--- src/rtl/serial_pkg.sv ---
// Shared types and helpers for the serial transmit framer.
package serial_pkg;

   // Frame FSM states; the encoding is also visible on the debug state port.
   typedef enum logic [1:0] {
      IDLE  = 2'd0,
      START = 2'd1,
      DATA  = 2'd2,
      STOP  = 2'd3
   } state_t;

   // Level driven on the line when no frame is in progress (and for the stop bit).
   localparam logic IDLE_LEVEL = 1'b1;

   // Ceiling log2 for sizing counters; clog2(1) = 0, clog2(2) = 1, clog2(16) = 4.
   function automatic int clog2(input int value);
      int r;
      r = 0;
      for (int v = value - 1; v > 0; v = v >> 1) begin
         r = r + 1;
      end
      return r;
   endfunction

endpackage

--- src/rtl/serial_tx_framer_bit_timer.sv ---
// Bit-period timer: counts 0..CLKS_PER_BIT-1 and flags the terminal count.
module bit_timer
   import serial_pkg::*;
#(
   parameter int CLKS_PER_BIT = 16
) (
   input  logic                           clk,
   input  logic                           rst,
   input  logic                           clr,
   input  logic                           en,
   output logic [clog2(CLKS_PER_BIT)-1:0] count,
   output logic                           tc
);

   localparam int CNT_W = clog2(CLKS_PER_BIT);
   localparam logic [CNT_W-1:0] LAST = CNT_W'(CLKS_PER_BIT - 1);

   assign tc = (count == LAST);

   // Wrap at the terminal count so consecutive bits need no explicit clear.
   always_ff @(posedge clk) begin
      if (rst || clr) begin
         count <= '0;
      end else if (en) begin
         count <= tc ? '0 : count + 1'b1;
      end
   end

endmodule

--- src/rtl/serial_tx_framer.sv ---
// Parallel-to-serial frame transmitter: start bit, DATA_W data bits LSB-first,
// one stop bit, each bit held CLKS_PER_BIT clocks. Idle line is high.
//
// Handshake: a word is transferred on every clock where tx_valid and tx_ready
// are both high at the rising edge. tx_ready depends only on the state
// register (high exactly in IDLE); tx_valid may rise or fall at any time and
// tx_data is only looked at on the transfer clock.
module serial_tx_framer
   import serial_pkg::*;
#(
   parameter int DATA_W       = 8,
   parameter int CLKS_PER_BIT = 16
) (
   input  logic              clk,
   input  logic              rst,
   input  logic [DATA_W-1:0] tx_data,
   input  logic              tx_valid,
   output logic              tx_ready,
   output logic              txd,
   output logic              busy,
   output logic              done,
   output state_t            state_dbg
);

   localparam int CNT_W = clog2(CLKS_PER_BIT);
   localparam int IDX_W = clog2(DATA_W + 1);
   localparam logic [IDX_W-1:0] LAST_IDX = IDX_W'(DATA_W - 1);
   // done is registered, so it is armed one clock before the last stop clock.
   localparam logic [CNT_W-1:0] PRE_LAST = CNT_W'(CLKS_PER_BIT - 2);

   state_t            state, state_next;
   logic [DATA_W-1:0] shreg, shreg_next;
   logic [IDX_W-1:0]  bit_idx, bit_idx_next;
   logic              timer_clr;
   logic              timer_en;
   logic [CNT_W-1:0]  bit_cnt;
   logic              bit_tc;
   logic              txd_next;
   logic              busy_next;
   logic              done_next;

   bit_timer #(
      .CLKS_PER_BIT(CLKS_PER_BIT)
   ) u_bit_timer (
      .clk  (clk),
      .rst  (rst),
      .clr  (timer_clr),
      .en   (timer_en),
      .count(bit_cnt),
      .tc   (bit_tc)
   );

   assign tx_ready  = (state == IDLE);
   assign state_dbg = state;

   // Next-state, shift-register and registered-output decode.
   always_comb begin
      state_next   = state;
      shreg_next   = shreg;
      bit_idx_next = bit_idx;
      timer_clr    = 1'b0;
      timer_en     = 1'b1;
      case (state)
         IDLE: begin
            timer_clr = 1'b1;
            timer_en  = 1'b0;
            if (tx_valid) begin
               shreg_next   = tx_data;
               bit_idx_next = '0;
               state_next   = START;
            end
         end
         START: begin
            if (bit_tc) state_next = DATA;
         end
         DATA: begin
            if (bit_tc) begin
               shreg_next = shreg >> 1;
               if (bit_idx == LAST_IDX) begin
                  state_next = STOP;
               end else begin
                  bit_idx_next = bit_idx + 1'b1;
               end
            end
         end
         STOP: begin
            if (bit_tc) state_next = IDLE;
         end
         default: state_next = IDLE;
      endcase

      // Line level follows the state being entered so txd lines up with it.
      case (state_next)
         START:   txd_next = 1'b0;
         DATA:    txd_next = shreg_next[0];
         default: txd_next = IDLE_LEVEL;
      endcase
      busy_next = (state_next != IDLE);
      done_next = (state == STOP) && (bit_cnt == PRE_LAST);
   end

   // State, datapath and output registers.
   always_ff @(posedge clk) begin
      if (rst) begin
         state   <= IDLE;
         shreg   <= '0;
         bit_idx <= '0;
         txd     <= IDLE_LEVEL;
         busy    <= 1'b0;
         done    <= 1'b0;
      end else begin
         state   <= state_next;
         shreg   <= shreg_next;
         bit_idx <= bit_idx_next;
         txd     <= txd_next;
         busy    <= busy_next;
         done    <= done_next;
      end
   end

endmodule

--- config.mk ---
export PLATFORM = sky130hd
export DESIGN_NAME = serial_tx_framer
export DESIGN_NICKNAME = d
export VERILOG_FILES = /design/src/rtl/serial_pkg.sv /design/src/rtl/serial_tx_framer_bit_timer.sv /design/src/rtl/serial_tx_framer.sv
export SDC_FILE = /design/constraint.sdc
export NUM_CORES = 1
export LEC_CHECK = 0
export BUFFER_PORTS_ARGS = -buffer_cell sky130_fd_sc_hd__buf_2
export CAP_MARGIN = 30
export CORE_UTILIZATION = 40
export DETAILED_ROUTE_END_ITERATION = 8
export HOLD_SLACK_MARGIN = 0.06
export SLEW_MARGIN = 40
export SYNTH_ARGS = -nofsm -noshare
export SYNTH_HDL_FRONTEND = slang
export SYNTH_SLANG_ARGS = --single-unit
--- constraint.sdc ---
create_clock -name clk -period 1.7 [get_ports clk]
set_clock_uncertainty 0.05 [all_clocks]
set_input_delay 0.085 -clock clk [delete_from_list [all_inputs] [get_ports clk]]
set_output_delay 0.085 -clock clk [all_outputs]
set_load 0.02 [all_outputs]
# After elaboration in Yosys (flattened, before gate mapping)
# Cells that the tools add are included.
dict set report op_classes {
  add_sub_neg 2
  n_eq_ne 11
  mux 16
  reduce_logical 7
}
# op n
set op_table {}
lappend op_table {{$mux W4} 4}
lappend op_table {{$mux W8} 2}
lappend op_table {{$pmux W8 S2} 1}
lappend op_table {{$mux W2} 5}
lappend op_table {{$add A4 B1 Y4 const B} 2}
lappend op_table {{$eq A4 B4 Y1 const B} 2}
lappend op_table {{$pmux W2 S4} 1}
lappend op_table {{$pmux W4 S2} 1}
lappend op_table {{$eq A2 B2 Y1 const B} 3}
lappend op_table {{$eq A2 B1 Y1 const B} 2}
lappend op_table {{$eq A4 B3 Y1 const B} 1}
lappend op_table {{$ne A2 B2 Y1 const B} 2}
lappend op_table {{$reduce_and A4 Y1} 1}
lappend op_table {{$reduce_bool A2 Y1} 2}
lappend op_table {{$reduce_and A3 Y1} 1}
lappend op_table {{$logic_not A2 Y1} 1}
lappend op_table {{$ne A2 B1 Y1 const B} 1}
lappend op_table {{$pmux W1 S2} 1}
lappend op_table {{$logic_and A1 B1 Y1} 1}
lappend op_table {{$logic_or A1 B1 Y1} 1}
lappend op_table {{$mux W1} 1}
dict set report totals {
  ff_bits 21
  in_bits 11
  output_inout_bits 6
  wordCells 44
}

# Logic depth before layout (Yosys ltp)
# Gate-level depths: netlist of the first run.
dict set report logic_depth {
  ltp_word 6
  mapped_depth 7
  ltp_nobuf 5
}

# Cells and area by module
# A second synthesis of the first run with hierarchy kept.
dict set report unflattened {
  hier_cells 102
  area_unflattened_um2 958.4
}
# mod n_inst cells_each area_each_um2 seq_area_each_um2
set by_module_without_submodules {}
lappend by_module_without_submodules {serial_tx_framer 1 83 778.2 340.3}
lappend by_module_without_submodules {bit_timer 1 19 180.2 80.1}

# Worst setup path before layout of the first run
# OpenSTA, ideal clock, no wires.
dict set report synth_path {
  path_kind {register to register}
  startpoint {register state[1], in the netlist state_dbg[1]}
  endpoint {register txd}
  setup_ns 0.120
  t_arrival_ns 1.597
  t_required_ns 1.530
  path_slack_ns -0.067
  stages_incl_launch_ff 7
  n_path_buf 2
  synth_period_minus_slack_ns 1.767
  path_cell_list {dfxtp_1 buf_6 and4_4 buf_6 a21oi_1 a221o_1 a211o_1}
}
dict set report synth_via {
  elab_chain_cells 5
  elab_cells_between_ends 14
  classes_between {eq/ne: 5; mux: 8; reduce/logical: 1}
}
# element line
set synth_rtl {}
lappend synth_rtl {{start, declared} serial_tx_framer.sv:31} ;# state_t state, state_next;
lappend synth_rtl {{start signal, assigned} serial_tx_framer.sv:112} ;# state <= state_next;
lappend synth_rtl {{$mux W2} serial_tx_framer.sv:79} ;# if (bit_idx == LAST_IDX) begin
lappend synth_rtl {{$mux W2} serial_tx_framer.sv:77} ;# if (bit_tc) begin
lappend synth_rtl {{$pmux W2 S4} serial_tx_framer.sv:63} ;# case (state)
lappend synth_rtl {{$eq A2 B2 Y1 or $eq A2 B1 Y1 (tied branches)} serial_tx_framer.sv:93} ;# case (state_next)
lappend synth_rtl {{$pmux W1 S2 (*)} serial_tx_framer.sv:93}
lappend synth_rtl {{end signal, assigned} serial_tx_framer.sv:115} ;# txd <= txd_next;
lappend synth_rtl {{end, declared} serial_tx_framer.sv:19} ;# output logic txd,
# Mark *: on every way between the ends. The rest lies on a longest branch, timed or not.
# A chain may end at the register's enable or synchronous reset.

# Worst setup path in the final report of the first run
dict set report layout_path {
  startpoint {register u_bit_timer.count[1]}
  endpoint {register txd}
}
dict set report layout_via {
  elab_chain_cells 5
  elab_cells_between_ends 10
  classes_between {eq/ne: 3; mux: 7}
}
# element line
set layout_rtl {}
lappend layout_rtl {{start, declared} serial_tx_framer_bit_timer.sv:11} ;# output logic [clog2(CLKS_PER_BIT)-1:0] count,
lappend layout_rtl {{start signal, assigned} serial_tx_framer_bit_timer.sv:25} ;# count <= tc ? '0 : count + 1'b1;
lappend layout_rtl {{$eq A4 B4 Y1 (*)} serial_tx_framer_bit_timer.sv:18} ;# assign tc = (count == LAST);
lappend layout_rtl {{$mux W2 (on tied branches)} {serial_tx_framer.sv:87, serial_tx_framer.sv:74, serial_tx_framer.sv:77}}
lappend layout_rtl {{$pmux W2 S4} serial_tx_framer.sv:63}
lappend layout_rtl {{$eq A2 B2 Y1 or $eq A2 B1 Y1 (tied branches)} serial_tx_framer.sv:93}
lappend layout_rtl {{$pmux W1 S2 (*)} serial_tx_framer.sv:93}
# Mark *: on every way between the ends. The rest lies on a longest branch, timed or not. The select of a mux whose other input is x is not followed.

==> flow_metrics.py, run 1 <==
metrics = {
    "run_status": {
        "status": "finished clean",
    },
    "synthesis": {
        "synthArstFlopShare_pct": 0,
        "synth_common_cells": "dfxtp_1, a21oi_1, nand2_1, nor2_1, a22oi_1",
        "synth_top_area_cell": "dfxtp_1",
        "seq_area_frac_synth_pct": 43.3,
        "synth-main-ff-cell": "dfxtp_1",
        "syn_nets": 124,
        "synth_edf_count": 0,
        "synth_area_per_cell_um2": 8.83,
        "synth_top_area_share_pct": 43.3,
        "synth.most_common_cell": "dfxtp_1",
        "synth_area_um2": 971,
        "ys_warn_count": 0,
        "synth_cells": 110,
        "synth_area_leaders": "dfxtp_1, a21oi_1, a22oi_1",
        "yosysUniqueCellTypes": 35,
        "ys_seq_elements": 21,
    },
    "worst_hold_path": {
        "min-delay-start": "rst",
        "hold_path_depth": 2,
        "holdCritPathClass": "primary input to flip-flop",
        "min_to": "shreg[4]",
    },
    "global_route": {
        "grt.met3_usage_pct": 2.38,
        "grt_pass1_vias": 856,
        "grt_pass1_wl_um": 3390,
        "overflow": 0,
        "grtUsageMet1_pct": 21.2,
        "use_met2_pct": 28.7,
        "antenna_found_initial": 0,
        "grt.busiest_layer": "met2",
        "grt_max_degree": 19,
        "grt_usage_pct": 17.1,
    },
    "sta": {
        "period_share_pct": 96.2,
        "finalSetupViolCount": 0,
        "worstMarginPinSlew_ns": 0.318,
        "hold_viol_final": 0,
        "setup_ws_ns": 0.0641,
        "period_needed_ns": 1.64,
        "rsz0062_at_grt": "no",
        "finalSetupTns_ns": 0,
        "fmaxAchievable_mhz": 611,
        "relSlewSlack_pct": 78.7,
        "slew_violations": 0,
    },
    "clocking": {
        "clk_pin_slew_worst_paths_ns": 0.11,
        "cts_buffer_depth": 2,
        "root_buffer": "clkbuf_4",
        "clock-sinks": 21,
        "cts.htree.levels": 1,
        "cts-buffers-inserted": 3,
        "clkLatencyLatePin_ns": 0.30,
        "cts_tree": "yes",
    },
    "floorplanning": {
        "die_h_um": 51.3,
        "row_count": 17,
        "die_area_mm2": 0.00263,
        "die_x_um": 51.3,
        "core_region_area_mm2": 0.00225,
        "start_util_pct": 43.1,
        "io_pins": 17,
    },
    "routing": {
        "dr.pass1.iters": 4,
        "vias": 861,
        "route.detailed.drc": 0,
        "via_per_inst": 5.09,
        "initialDrtViolationCount": 25,
        "antenna_left": 0,
        "routed_wl_um": 1970,
        "wl_per_cell_um": 11.7,
    },
    "setup_path": {
        "cp_max_fo": 5,
        "rr_worst_depth": 5,
        "critPathBufInv": 0,
        "worstSetupStartpoint": "u_bit_timer.count[1]",
        "worst_ep_arrival_time_ns": 1.79,
        "end_kind": "flip-flop",
        "path_delay_family": "compound AO/OA/AOI/OAI gates",
        "regToRegSetupSlack_ns": 0.06,
        "regToRegEndpoint": "txd",
        "required_ns": 1.86,
        "crit_path_start_kind": "flip-flop",
        "crit_type": "flip-flop to flip-flop",
        "cpMaxStageDelayCell": "a221o_1",
        "r2r_start": "u_bit_timer.count[1]",
        "cp_slowest_stage_delay_ns": 0.36,
        "crit_chain": "ha_2 -> and4_4 -> and2_4 -> a221o_1 -> a211o_1",
    },
    "pwr": {
        "ir_worst_vdd_v": 0.000386,
        "total_power_uw": 868,
        "power_leakage_nw": 0.520,
        "powerDensity_mw_per_mm2": 706,
    },
    "place": {
        "dp_hpwl_um": 1400,
        "dpl_worst_slack_ns": 0.0263,
        "numPortBuffers": 16,
        "place.gp.congestion": 0.750,
    },
    "final_layout": {
        "area_delta_synth_final_pct": 26.7,
        "antennaDiodeCount": 0,
        "drive_above_1_share_pct": 27.7,
        "finalNetCount": 156,
    },
    "flow_run": {
        "cap_violations": 0,
    },
}
## repair_timing
| action | CTS | global route |
|---|---|---|
| hold buffers | 7 | 0 |
| pin swaps | 0 | 2 |
| buffers inserted | 0 | 1 |
| gates resized for setup | 1 | 2 |
| cloned | 0 | 0 |
| endpoints found under the hold margin | 7 | 0 |
| endpoints found under the setup margin | 1 | 3 |
## kinds of logic after synthesis
group / share of synthesized area (%)
buf+inv: 5.80
simple gates: 24.6
compound gates: 18.7
fa+ha+maj: 3.87
mux: 1.03
xor+xnor: 2.71
flops: 43.3
## area by class of cell
| type | count | area [µm²] |
|---|---|---|
| clock buffers | 4 | 26.3 |
| fillers | 240 | 1020 |
| inverters | 2 | 7.51 |
| multi-input cells | 80 | 504 |
| flip-flops and latches | 21 | 424 |
| well taps | 28 | 35.0 |
| repair buffers | 34 | 233 |
## registers in the layout, summed over array words and instances, names as in the netlist
register and flops:
bit_idx 4, busy 1, done 1, shreg 8, state_dbg 2, txd 1, u_bit_timer.count 4
## stage by stage
| stage | hold WS [ns] | std cells | cell area (µm²) | utilization, % |
|---|---|---|---|---|
| 3_5_place_dp | 0.285 | 157 | 1120 | 49.7 |
| 6_report | 0.114 | 169 | 1230 | 54.6 |
| 2_1_floorplan | 0.171 | 110 | 978 | - |
| 4_1_cts | 0.0980 | 168 | 1220 | 54.0 |
| 5_1_grt | 0.126 | 169 | 1230 | 54.6 |
| 3_3_place_gp | 0.278 | 157 | 1120 | 49.7 |
## worst max path at each step
stage	to	slack [ns]	cells past startpoint
6_report	txd	0.06	5
3_3_place_gp	txd	0.07	5
4_1_cts	bit_idx[3]	0.006	5
3_5_place_dp	bit_idx[3]	0.03	5
5_1_grt	txd	0.01	5
2_1_floorplan	txd	0.002	6
## metal layers
| layer | part of all wire [%] | vias to the layer above | wire, µm |
|---|---|---|---|
| met5 | 0 | - | 0 |
| met4 | 0.51 | 0 | 10 |
| met3 | 3.5 | 2 | 70 |
| met2 | 46 | 14 | 912 |
| met1 | 50 | 391 | 979 |
| li1 | - | 454 | - |
## cell usage in the layout, fill, tap and decap left out, types with 2 or more instances in the layout
master	count
nand3b_1	2
dfxtp_2	3
o21ai_0	3
buf_4	11
inv_1	2
and3_1	2
nor2_1	8
clkbuf_4	3
a21oi_2	2
nor3_1	3
dlygate4sd3_1	7
ha_1	2
a21oi_1	11
dfxtp_1	18
buf_2	16
nand4_1	2
a211oi_1	2
xor2_1	2
nand3_1	3
a22oi_1	6
nand2_1	11
nor2b_1	3
## where the power goes
part | leakage [nW] | internal, mW | switching (mW)
logic | 0.332 | 0.0532 | 0.0580
registers | 0.173 | 0.510 | 0.00922
clock network | 0.0150 | 0.0914 | 0.146
(Power assumes the default switching activity.)
==> run 2, diff against run 1 <==
--- a/config.mk
+++ b/config.mk
@@ -7,9 +7,12 @@
 export LEC_CHECK = 0
 export BUFFER_PORTS_ARGS = -buffer_cell sky130_fd_sc_hd__buf_2
 export CAP_MARGIN = 30
-export CORE_UTILIZATION = 40
+export CELL_PAD_IN_SITES_DETAIL_PLACEMENT = 0
+export CELL_PAD_IN_SITES_GLOBAL_PLACEMENT = 2
+export CORE_UTILIZATION = 29
 export DETAILED_ROUTE_END_ITERATION = 8
 export HOLD_SLACK_MARGIN = 0.06
+export PLACE_DENSITY_LB_ADDON = 0.1
 export SLEW_MARGIN = 40
 export SYNTH_ARGS = -nofsm -noshare
 export SYNTH_HDL_FRONTEND = slang
==> flow_metrics.py, run 2 (synthesis results as in run 1) <==
metrics = {
    "routing": {
        "routed_wl_um": 2250,
        "via_per_inst": 4.73,
        "dr.pass1.iters": 2,
        "initialDrtViolationCount": 44,
        "vias": 875,
        "wl_per_cell_um": 12.2,
        "route.detailed.drc": 0,
        "antenna_left": 0,
    },
    "pwr": {
        "p_comb_share_pct": 12.9,
        "clkPwrFrac_pct": 28.5,
        "swShare_pct": 26.3,
        "ir_worst_vdd_v": 0.000248,
        "intPower_uw": 653,
        "total_power_uw": 886,
        "pwr-share-seq_pct": 58.6,
        "p_sw_uw": 233,
        "powerDensity_mw_per_mm2": 709,
        "power_leakage_nw": 0.522,
    },
    "global_route": {
        "antenna_found_initial": 0,
        "grt_max_degree": 19,
        "grt_usage_pct": 14.1,
        "grt_pass1_vias": 846,
        "overflow": 0,
        "grt_pass1_wl_um": 3690,
    },
    "flow_run": {
        "cap_violations": 0,
    },
    "place": {
        "dp_cells": 174,
        "place.gp.congestion": 0.704,
        "numPortBuffers": 16,
        "dp_hpwl_um": 1590,
    },
    "setup_path": {
        "rr_worst_depth": 5,
        "regToRegEndpoint": "txd",
        "end_kind": "flip-flop",
        "required_ns": 1.87,
        "regToRegSetupSlack_ns": 0.04,
        "r2r_start": "u_bit_timer.count[1]",
        "crit_type": "flip-flop to flip-flop",
        "cp_max_fo": 6,
        "crit_path_start_kind": "flip-flop",
        "worst_ep_arrival_time_ns": 1.83,
    },
    "worst_hold_path": {
        "holdCritPathClass": "primary input to flip-flop",
        "hold_path_depth": 2,
        "min_to": "shreg[0]",
        "min-delay-start": "rst",
    },
    "final_layout": {
        "drive_above_1_share_pct": 27.7,
        "area_delta_synth_final_pct": 28.7,
        "final_common_cell": "dfxtp_1",
        "antennaDiodeCount": 0,
        "top_register": "shreg",
        "finalNonFillerCells": 185,
        "n_fill_cell": 328,
        "finalNetCount": 156,
        "reg_top3": "shreg x8, bit_idx x4, u_bit_timer.count x4",
        "final_cell_mix": "dfxtp_1, buf_2, nand2_1, a21oi_1, buf_4",
        "largest_register_ffs": 8,
    },
    "sta": {
        "fmaxAchievable_mhz": 603,
        "slew_violations": 0,
        "relSlewSlack_pct": 76.9,
        "worstMarginPinSlew_ns": 0.347,
        "hold_viol_final": 0,
        "period_share_pct": 97.6,
        "finalSetupTns_ns": 0,
        "rsz0062_at_grt": "no",
        "period_needed_ns": 1.66,
        "finalSetupViolCount": 0,
    },
    "floorplanning": {
        "io_pins": 17,
        "die_x_um": 59.9,
        "row_count": 20,
        "die_area_mm2": 0.00358,
        "start_util_pct": 31.3,
        "core_region_area_mm2": 0.00310,
        "die_h_um": 59.9,
    },
    "run_status": {
        "status": "finished clean",
    },
    "clocking": {
        "root_buffer": "clkbuf_4",
        "clock-sinks": 21,
        "cts.htree.levels": 1,
        "cts_setup_buffers": 0,
        "cts-buffers-inserted": 3,
        "clk_pin_slew_worst_paths_ns": 0.13,
        "cts_buffer_depth": 2,
        "cts_tree": "yes",
        "clkLatencyLatePin_ns": 0.31,
    },
}
run 2: power groups by stage:
stage               registers [mW]  logic [mW]  clock network (mW)
floorplan                    0.536      0.0558                   0
finish                       0.520       0.114               0.252
detailed placement           0.531       0.102                   0
CTS                          0.520       0.115               0.259
global placement             0.531       0.102                   0
global route                 0.522       0.127               0.280
run 2: per-stage QoR:
step / area [µm²] / worst slack [ns] / hold slack [ns] / util, %
finish: 1250 / 0.0404 / 0.106 / 40.3
floorplan: 978 / 0.00249 / 0.171 / -
detailed placement: 1150 / 0.0274 / 0.293 / 37.0
global route: 1250 / 0.00727 / 0.119 / 40.3
CTS: 1240 / 0.000521 / 0.105 / 40.1
global placement: 1150 / 0.0734 / 0.281 / 37.0
run 2: worst max path at each step:
stage | startpoint | endpoint | slack, ns | cells past startpoint
detailed placement | u_bit_timer.count[1] | txd | 0.03 | 5
global route | u_bit_timer.count[1] | txd | 0.007 | 5
CTS | u_bit_timer.count[1] | txd | 0.0005 | 5
global placement | u_bit_timer.count[1] | txd | 0.07 | 5
floorplan | u_bit_timer.count[1] | txd | 0.002 | 6
finish | u_bit_timer.count[1] | txd | 0.04 | 5
run 2: layer usage:
metal	GRT usage, %	part of all wire [%]	up-vias
li1	-	-	450
met1	17.0	48	412
met2	24.1	49	10
met3	3.25	2.0	3
met4	4.98	0.93	0
met5	0	0	-
run 2: cell type report:
type / instances / area, µm² / share of cell area [%]
Tap cell: 44 / 55.1 / 4.40
Clock buffer: 3 / 22.5 / 1.80
Clock inverter: 1 / 5.00 / 0.400
Timing Repair Buffer: 34 / 233 / 18.6
Sequential cell: 21 / 423 / 33.8
Multi-Input combinational cell: 80 / 504 / 40.3
Inverter: 2 / 7.51 / 0.601
run 2: repair_timing:
item,in CTS,in global routing
endpoints found under the hold margin,7,0
resized for setup,0,2
hold buffers,7,0
endpoints found under the setup margin,0,2
run 2: worst max-delay path: stages (launching register included):
cell and delay, ns:
dfxtp_2 0.36, ha_2 0.18, and4_4 0.17, and2_4 0.18, a221o_1 0.37, a211o_1 0.26
